`src/rtl/bcd_decoder_drv.sv`:
```
// Registered 2-to-4 one-hot decoder with valid/ready acceptance,
// programmable hold time, a one-cycle gap, and a sticky overrun flag.
module bcd_decoder_drv #(
  parameter int HOLD_CYCLES = 4,
  parameter int CNT_W       = 8
) (
  input  logic       clk,
  input  logic       rst_n,
  input  logic [1:0] Y,
  input  logic       valid,
  output logic       ready,
  output logic       O0,
  output logic       O1,
  output logic       O2,
  output logic       O3,
  output logic       busy,
  output logic       done,
  input  logic       clr_ovr,
  output logic       overrun
);

  generate
    if (HOLD_CYCLES < 1 || HOLD_CYCLES > 255 ||
        (64'd1 << CNT_W) <= 64'(HOLD_CYCLES)) begin : g_bad_cfg
      $error("bcd_decoder_drv: illegal HOLD_CYCLES/CNT_W");
    end
  endgenerate

  typedef enum logic [1:0] {
    IDLE,
    DRIVE,
    GAP
  } state_t;

  state_t           state;
  state_t           state_n;
  logic [CNT_W-1:0] cnt;
  logic [CNT_W-1:0] cnt_n;
  logic [1:0]       code;
  logic [1:0]       code_n;
  logic [3:0]       o_q;
  logic [3:0]       o_n;
  logic             busy_q;
  logic             busy_n;
  logic             done_q;
  logic             done_n;
  logic             ovr_q;
  logic             ovr_n;

  assign ready = (state == IDLE);

  always_comb begin
    state_n = state;
    cnt_n   = cnt;
    code_n  = code;
    unique case (state)
      IDLE: begin
        if (valid) begin
          code_n  = Y;
          cnt_n   = CNT_W'(HOLD_CYCLES - 1);
          state_n = DRIVE;
        end
      end
      DRIVE: begin
        if (cnt == '0) state_n = GAP;
        else           cnt_n   = cnt - CNT_W'(1);
      end
      GAP:     state_n = IDLE;
      default: state_n = IDLE;
    endcase
    // Outputs are registered from the next state so O never sees Y/valid.
    o_n    = (state_n == DRIVE) ? (4'b0001 << code_n) : 4'b0000;
    busy_n = (state_n != IDLE);
    done_n = (state_n == GAP);
    if (valid && !ready) ovr_n = 1'b1;
    else if (clr_ovr)    ovr_n = 1'b0;
    else                 ovr_n = ovr_q;
  end

  always_ff @(posedge clk) begin
    if (!rst_n) begin
      state  <= IDLE;
      cnt    <= '0;
      code   <= 2'b00;
      o_q    <= 4'b0000;
      busy_q <= 1'b0;
      done_q <= 1'b0;
      ovr_q  <= 1'b0;
    end else begin
      state  <= state_n;
      cnt    <= cnt_n;
      code   <= code_n;
      o_q    <= o_n;
      busy_q <= busy_n;
      done_q <= done_n;
      ovr_q  <= ovr_n;
    end
  end

  assign O0      = o_q[0];
  assign O1      = o_q[1];
  assign O2      = o_q[2];
  assign O3      = o_q[3];
  assign busy    = busy_q;
  assign done    = done_q;
  assign overrun = ovr_q;

endmodule

```
`config.mk`:
```
export PLATFORM = sky130hd
export DESIGN_NAME = bcd_decoder_drv
export DESIGN_NICKNAME = d
export VERILOG_FILES = /design/src/rtl/bcd_decoder_drv.sv
export SDC_FILE = /design/constraint.sdc
export NUM_CORES = 1
export LEC_CHECK = 0
export BUFFER_PORTS_ARGS = -buffer_cell sky130_fd_sc_hd__buf_2
export CAP_MARGIN = 20
export CORE_MARGIN = 2
export CORE_UTILIZATION = 60
export CTS_BUF_LIST = sky130_fd_sc_hd__clkbuf_2
export DETAILED_ROUTE_END_ITERATION = 12
export PLACE_DENSITY = 0.83
export REMOVE_ABC_BUFFERS = 1
export SYNTH_ARGS = -nofsm -noshare
export SYNTH_HDL_FRONTEND = slang
export SYNTH_SLANG_ARGS = --single-unit
```
`constraint.sdc`:
```
create_clock -name clk -period 4.85 [get_ports clk]
set_input_delay 0.2425 -clock clk [delete_from_list [all_inputs] [get_ports clk]]
set_output_delay 0.2425 -clock clk [all_outputs]
set_load 0.005 [all_outputs]
```
* After elaboration in Yosys (flattened, before gate mapping) *
Cells that the tools add are included.

word-level totals
  bits in registers = 19
  output and inout bits = 8
  logic and storage cells = 33
  input bits = 6

operators by class
  mux-type cells = 10
  shift-type cells = 1
  equality and inequality tests = 5
  $add $sub $neg = 1
  reductions and logical operators = 9

operators by type and width
  operator               number
  $mux W8                2
  $pmux W8 S2            1
  $logic_not A8 Y1       1
  $mux W2                4
  $sub A8 B1 Y8 const B  1
  $reduce_bool A2 Y1     3
  $eq A2 B1 Y1 const B   2
  $ne A2 B2 Y1 const B   2
  $pmux W2 S2            1
  $shl A1 B2 Y4 const A  1
  $reduce_and A3 Y1      1
  $eq A2 B2 Y1 const B   1
  $logic_not A2 Y1       1
  $mux W1                2
  $reduce_and A2 Y1      1
  $logic_and A1 B1 Y1    1
  $logic_not A1 Y1       1

* Logic depth before layout (Yosys ltp) *
Gate-level depths: netlist of the first run.

  depth after elaboration = 5
  gate-level depth with buffers = 5
  depth with buffers taken out = 5

* Least setup slack after synthesis of the first run *
Ideal clock, no wire load.

  path kind = reg-to-reg
  start = register cnt[0]
  end = register cnt[6]
  buffers on the path = 0
  library setup time = 0.072 ns
  setup slack = 3.289 ns
  period minus slack after synthesis = 1.561 ns
  stages on the path, launching flop included = 6
  arrival time = 1.489 ns
  required time = 4.778 ns
  path through = dfxtp_1 -> inv_1 -> ha_1 -> or3b_2 -> a2111oi_2 -> mux2i_1

on the way
  cells in the longest elaborated chain, start to end = 3
  elaborated cells on any way between the ends = 6
  classes of those cells = 1 x add/sub; 1 x eq/ne; 2 x mux; 2 x reduce/logical

ends and longest elaborated chain
  item                                                      RTL line  text
  start, declared                                           37        logic [CNT_W-1:0] cnt;
  start signal, assigned                                    91        cnt <= cnt_n;
  $sub A8 B1 Y8 / $logic_not A8 Y1 (equally long branches)  66, 65
  $mux W8 / $ne A2 B2 Y1 (equally long branches)            -
  $pmux W8 S2 / $reduce_and A3 Y1 (equally long branches)   -

Several ways; a longest one is shown, not always the timed one. The select of a mux whose other input is x is not followed.
A chain may end at the register's enable or synchronous reset.

* Worst setup path in the final report of the first run *
  start = register cnt[0]
  end = register cnt[5]

Same word-level chain as after synthesis.

==> flow_summary.ini, run 1 <==
[global_routing]
antenna_violations_before_repair = 0
grt_start_max_net_pins = 20
gr-total-overflow = 0
first_global_vias = 631
all_layer_gr_usage = 0.184
wire_length_of_the_first_global_routing_pass_um = 2550

[die]
boundaryPins = 14
placement_rows = 14
die_x_um = 43.3
core-area_sq_um = 1470
start_util = 0.628
die-height_um = 43.3
die_area_sq_um = 1870

[yosys]
postSynth.asyncResetShare = 0
post_synth_inst_count = 84
mappedNetlistArea_sq_um = 925
ff_latch_count_synth = 19
syn_avg_cell_area_sq_um = 11.0
synth_top_flop_cell = sky130_fd_sc_hd__dfxtp_1
netlist_top_cells_area = sky130_fd_sc_hd__dfxtp_1, sky130_fd_sc_hd__mux2i_1, sky130_fd_sc_hd__a2111oi_2, sky130_fd_sc_hd__nand3b_1, sky130_fd_sc_hd__nand3_1
synth_warnings = 0
number_of_library_cell_types_mapped_by_synthesis = 35
synth_seq_area_share = 0.411
yosys.area.top_type_share = 0.411
synth_edf_count = 0
synth_largest_area_cell = sky130_fd_sc_hd__dfxtp_1

[clocking]
worstSkewPairLatency_ps = 320
cts_buffers = 3
htree_levels = 1
cts_sink_cnt = 19
clock_tree.root_cell = sky130_fd_sc_hd__clkbuf_2
worst_setup_hold_path_clk_slew_ps = 180
cts.repair_timing.setup_buffer_count = 0
cts_resized = 0
tritoncts = done
buffer_levels_on_the_longest_clock_path = 2
cts.hold.buffers_added = 0

[power_and_ir_drop]
p_int_w = 0.000285
seq_power_share = 0.458
finalPower_w = 0.000441
pwr_density_cell_nw_per_um2 = 438
vdd_drop_max_v = 0.000212
clkPwrFrac = 0.158
power.static_leakage_nw = 0.421
combinationalPowerShare = 0.384
switchingPower_w = 0.000157
swShare = 0.355

[outcome]
status = finished, final reports clean

[layout]
antenna_cells = 0
syn_to_final_growth_pct = 8.93
fin_nets = 105
final_layout_size_suffix_gt1_frac = 0.320

[worst_setup_path]
critPathMaxFanout = 7
maximum_cell_stage_delay_along_the_critical_path_ps = 430
worstPathArrival_ps = 1960
chain_of_cells_forming_the_critical_path = inv_1 > ha_1 > and4bb_1 > a2111oi_2 > mux2i_1
crit_family = compound AO/OA/AOI/OAI gates
endpoint_kind = flip-flop
worst_ep_required_time_ps = 5110
setup.worst_path.start_class = flip-flop
critPathBufInv = 1
critical_path_class = reg2reg
crit_path_max_delay_cell_type = sky130_fd_sc_hd__a2111oi_2

[detailed_routing]
drt-initial-drc-count = 15
vias_per_cell = 5.97
drt-pass1-iter-count = 6
routedWlPerCell_um = 13.2
final_antenna_net_count = 0
via_count = 675
drcViolationCount = 0
postRouteWirelength_um = 1490

[sta]
rsz0062_at_grt = no
clock-skew-final_ps = 8.95
count_of_final_max_slew_check_failures = 0
relSlewSlack = 0.471
fin_ws_ps = 3150
tightestPinTransition_ps = 792
final-setup-viol-count = 0
post-route-period-util = 0.351
hold_viol = 0
fmax_mhz = 588
aggregate_negative_setup_slack_ps = 0
min_period_ps = 1700

[placement]
place_hpwl_um = 1110
detailedPlace.worstSlack_ps = 3150
gp_routability_congestion = 0.694
io_buffer_count = 13

[hold_path]
worstHoldPathType = in2reg

[run]
maxCapViolCount = 0
## cell usage in the layout (no fill, tap or decap), types with 2 or more instances in the layout
master	synthesis	final
sky130_fd_sc_hd__nand2_1	3	3
sky130_fd_sc_hd__and3_1	2	2
sky130_fd_sc_hd__and4_1	2	2
sky130_fd_sc_hd__inv_1	4	4
sky130_fd_sc_hd__clkbuf_2	0	3
sky130_fd_sc_hd__nand3b_1	5	5
sky130_fd_sc_hd__mux2i_1	6	6
sky130_fd_sc_hd__o21ai_0	2	2
sky130_fd_sc_hd__nand3_1	5	5
sky130_fd_sc_hd__dfxtp_1	19	19
sky130_fd_sc_hd__buf_2	0	13
sky130_fd_sc_hd__a2111oi_2	3	3
sky130_fd_sc_hd__a21oi_1	2	2
sky130_fd_sc_hd__nor2_1	4	4
sky130_fd_sc_hd__o221a_2	2	2
sky130_fd_sc_hd__nand2b_1	2	2
## metal layers
layer / track usage / part of all wire
met1: 0.224 / 0.45
met2: 0.290 / 0.48
met3: 0.0426 / 0.031
met4: 0.109 / 0.029
met5: 0 / 0
## worst register-to-register path: stages (launching register included)
cell	delay [ps]
sky130_fd_sc_hd__dfxtp_1	410
sky130_fd_sc_hd__inv_1	60
sky130_fd_sc_hd__ha_1	230
sky130_fd_sc_hd__and4bb_1	310
sky130_fd_sc_hd__a2111oi_2	430
sky130_fd_sc_hd__mux2i_1	220
## cells by family after synthesis
group	after synthesis	share of synthesized area
buffers and inverters	8	0.0406
and+or+nand+nor	35	0.296
muxes	8	0.106
adders and majority gates	1	0.0135
AOI/OAI and AO/OA	13	0.133
DFF	19	0.411
## cell usage after synthesis (all sizes together) (2+ instances only)
| master | instances |
|---|---|
| nor2 | 4 |
| nand2 | 3 |
| mux2i | 7 |
| a21oi | 3 |
| clkbuf | 3 |
| nor4b | 3 |
| a2111oi | 3 |
| nand3 | 5 |
| nand3b | 5 |
| inv | 4 |
| and4 | 2 |
| or3b | 2 |
| o21ai | 2 |
| o221a | 2 |
| dfxtp | 19 |
| and3 | 2 |
| nand2b | 2 |
## final cells by class
type,instances,area [sq um]
clock buffer,3,15.0
clock inverter,1,5.00
fill,117,464
inverter,4,15.0
multi-input combinational,57,507
sequential,19,380
tap,16,20.0
timing repair buffer,13,65.1
## state kept, by name, summed over array words and instances, names as in the netlist
signal and flops:
done 1, overrun 1, o_q 4, state 2
busy 1, code 2, cnt 8
## power by group through the flow
stage	combinational, W	sequential [W]	clock [W]
floorplan	0.000140	0.000202	0
global placement	0.000168	0.000204	0
detailed placement	0.000170	0.000206	0
CTS	0.000171	0.000202	0.0000716
global route	0.000187	0.000206	0.0000770
finish	0.000170	0.000202	0.0000699
## final timing paths
| kind | start | end | slack [ps] | depth (start not counted) |
|---|---|---|---|---|
| worst max-delay path | cnt[0] | cnt[5] | 3150 | 5 |
| worst min register to register | overrun | overrun | 520 | 2 |
| worst min-delay path | clr_ovr | overrun | 200 | 3 |
| worst max register to register | cnt[0] | cnt[5] | 3150 | 5 |
## metrics by stage
| stage | std cells | hold slack, ps | util | area [sq um] |
|---|---|---|---|---|
| 2_1_floorplan | 80 | 359 | - | 902 |
| 3_3_place_gp | 109 | 457 | 0.671 | 987 |
| 3_5_place_dp | 109 | 505 | 0.671 | 987 |
| 4_1_cts | 113 | 179 | 0.685 | 1010 |
| 5_1_grt | 113 | 183 | 0.685 | 1010 |
| 6_report | 113 | 195 | 0.685 | 1010 |
Note: power is estimated with default switching activity, not from simulation.
==> inputs of run 2 (changes only) <==
CORE_UTILIZATION = 52   (was 60)
PLACE_DENSITY = 0.77   (was 0.83)
clock period = 1.4 ns   (was 4.85 ns; I/O delays follow)
==> run 2 against run 1 <==
The run now ends with negative setup slack left. First-iteration DRC count is 20% lower. Sequential cell count stayed put. Register-to-register slack worse by 3200 ps. Core utilization is 6.7 points higher. Clock skew is 2.4 ps higher. Clock power grew to 3.5 times the previous value. Die area is 14% higher. Global-route usage is 3.3 points higher. Combinational power grew to 6.0 times the previous value. Clock-buffer cell count stayed put. Non-clock buffer count is 19 higher. Largest cell class unchanged. Largest power group is now combinational cells.
==> flow_summary.ini, run 2 (same netlist as run 1, synthesis figures left out) <==
[layout]
syn_to_final_growth_pct = 38.8
fin_nets = 124
final_layout_size_suffix_gt1_frac = 0.552
max_flop_register = cnt
most_common_cell_after_layout_fill_and_taps_aside = sky130_fd_sc_hd__buf_4
register_area_sq_um = 389
final_area_sq_um = 1280
final.fill_count = 122
instances_no_fill = 141
layout.cells.most_common_list = sky130_fd_sc_hd__buf_4, sky130_fd_sc_hd__buf_2, sky130_fd_sc_hd__dfxtp_1
largest_register_ffs = 8
antenna_cells = 0
largestRegisters = cnt (8), o_q (4)
multi_input_area_sq_um = 598

[die]
die_area_sq_um = 2130
die_x_um = 46.2
start_util = 0.541
core-area_sq_um = 1710
placement_rows = 15
boundaryPins = 14
die-height_um = 46.2

[clocking]
tritoncts = done
clock_tree.root_cell = sky130_fd_sc_hd__clkbuf_2
cts_sink_cnt = 19
worst_setup_hold_path_clk_slew_ps = 190
buffer_levels_on_the_longest_clock_path = 2
worstSkewPairLatency_ps = 320
cts_buffers = 3
htree_levels = 1

[global_routing]
gr-total-overflow = 0
all_layer_gr_usage = 0.217
grt_start_max_net_pins = 19
wire_length_of_the_first_global_routing_pass_um = 3220
first_global_vias = 751
antenna_violations_before_repair = 0

[detailed_routing]
routedWlPerCell_um = 14.0
postRouteWirelength_um = 1980
routed-wl-met2_um = 1050
drt-pass1-iter-count = 5
via_count = 770
drcViolationCount = 0
drt-initial-drc-count = 12
met3_wirelength_um = 72
vias_per_cell = 5.46
route.top_layer_used = met4
final_antenna_net_count = 0
met1Wirelength_um = 831

[power_and_ir_drop]
switchingPower_w = 0.000702
clkPwrFrac = 0.124
seq_power_share = 0.354
swShare = 0.358
finalPower_w = 0.00196
p_int_w = 0.00126
vdd_drop_max_v = 0.000795
combinationalPowerShare = 0.522
power.static_leakage_nw = 0.536
pwr_density_cell_nw_per_um2 = 1530

[sta]
min_period_ps = 1460
post-route-period-util = 1.04
final-setup-viol-count = 6
tightestPinTransition_ps = 281
aggregate_negative_setup_slack_ps = -173
relSlewSlack = 0.807
rsz0062_at_grt = yes
clock-skew-final_ps = 11.4
fmax_mhz = 685
count_of_final_max_slew_check_failures = 0
hold_viol = 0
fin_ws_ps = -59.3

[outcome]
violations = negative setup slack
status = complete, but fails checks

[hold_path]
worstHoldPathType = in2reg

[placement]
place_hpwl_um = 1300
gp_routability_congestion = 0.766
dpl-instance-area_sq_um = 1120
io_buffer_count = 13
placed_cells = 133
detailedPlace.worstSlack_ps = -253

[worst_setup_path]
critPathMaxFanout = 6
rrSetupSlack_ps = -60
crit_path_max_delay_cell_type = sky130_fd_sc_hd__dfxtp_2
crit_family = buffers and inverters
worstPathArrival_ps = 1720
setup.worst_path.start_class = flip-flop
chain_of_cells_forming_the_critical_path = buf_6 > nor4_4 > buf_4 > buf_4 > a2111oi_4 > mux2i_1
maximum_cell_stage_delay_along_the_critical_path_ps = 390
critical_path_class = reg2reg
endpoint_kind = flip-flop
critPathMostFrequentCell = sky130_fd_sc_hd__buf_4
critPathBufInv = 3
worst_ep_required_time_ps = 1660

[run]
maxCapViolCount = 0
-- run 2: cell count changes in the layout (fill, tap and decap cells not counted), moves of 2 or more --
| cell | change |
|---|---|
| sky130_fd_sc_hd__buf_4 | +15 |
| sky130_fd_sc_hd__buf_6 | +2 |
| sky130_fd_sc_hd__or3b_4 | +2 |
| sky130_fd_sc_hd__a2111oi_4 | +3 |
| sky130_fd_sc_hd__inv_1 | -2 |
| sky130_fd_sc_hd__dfxtp_1 | -7 |
| sky130_fd_sc_hd__a2111oi_2 | -3 |
| sky130_fd_sc_hd__dfxtp_2 | +7 |
| sky130_fd_sc_hd__inv_2 | +2 |
-- run 2: tightest hold or removal path, stage by stage --
cell	delay, ps
sky130_fd_sc_hd__buf_2	110
sky130_fd_sc_hd__o21ai_0	70
sky130_fd_sc_hd__a21oi_1	60
-- run 2: per-layer routing --
layer | global-route usage | vias up
met2 | 0.369 | 17
met1 | 0.251 | 370
met5 | 0 | -
met4 | 0.114 | 0
li1 | - | 379
met3 | 0.0471 | 4
-- run 2: power groups by stage --
| stage | clock (W) | sequential [W] | combinational, W |
|---|---|---|---|
| after detailed placement | 0 | 0.000689 | 0.000767 |
| final | 0.000244 | 0.000695 | 0.00102 |
| after floorplan | 0 | 0.000699 | 0.000483 |
| after global routing | 0.000265 | 0.000705 | 0.00110 |
| after global placement | 0 | 0.000685 | 0.000749 |
| after CTS | 0.000249 | 0.000685 | 0.000972 |
-- run 2: path summary, 6_finish.rpt --
kind                               from  endpoint  depth (start not counted)
worst max-delay path             cnt[5]    cnt[4]                          6
worst min-delay path              valid   overrun                          3
worst max register to register   cnt[5]    cnt[4]                          6
worst min register to register  overrun   overrun                          2
-- run 2: what timing repair did --
| item | in CTS | in global routing |
|---|---|---|
| pin swaps | 8 | 3 |
| endpoints found under the setup margin | 13 | 12 |
| hold buffers | 1 | 0 |
| endpoints found under the hold margin | 1 | 0 |
| setup buffers | 3 | 0 |
| resized for setup | 18 | 7 |
-- run 2: metrics by stage --
step            util  hold slack [ps]
3_5_place_dp   0.658              348
5_1_grt        0.752             21.8
4_1_cts        0.739             2.23
2_1_floorplan      -              186
3_3_place_gp   0.658              337
6_report       0.752             13.7
-- run 2: layout make-up --
type	instances	area share
inverters	4	0.0117
flip-flops and latches	19	0.303
well taps	25	0.0244
clock inverters	1	0.00390
clock buffers	3	0.0117
multi-input cells	57	0.466
repair buffers	32	0.179
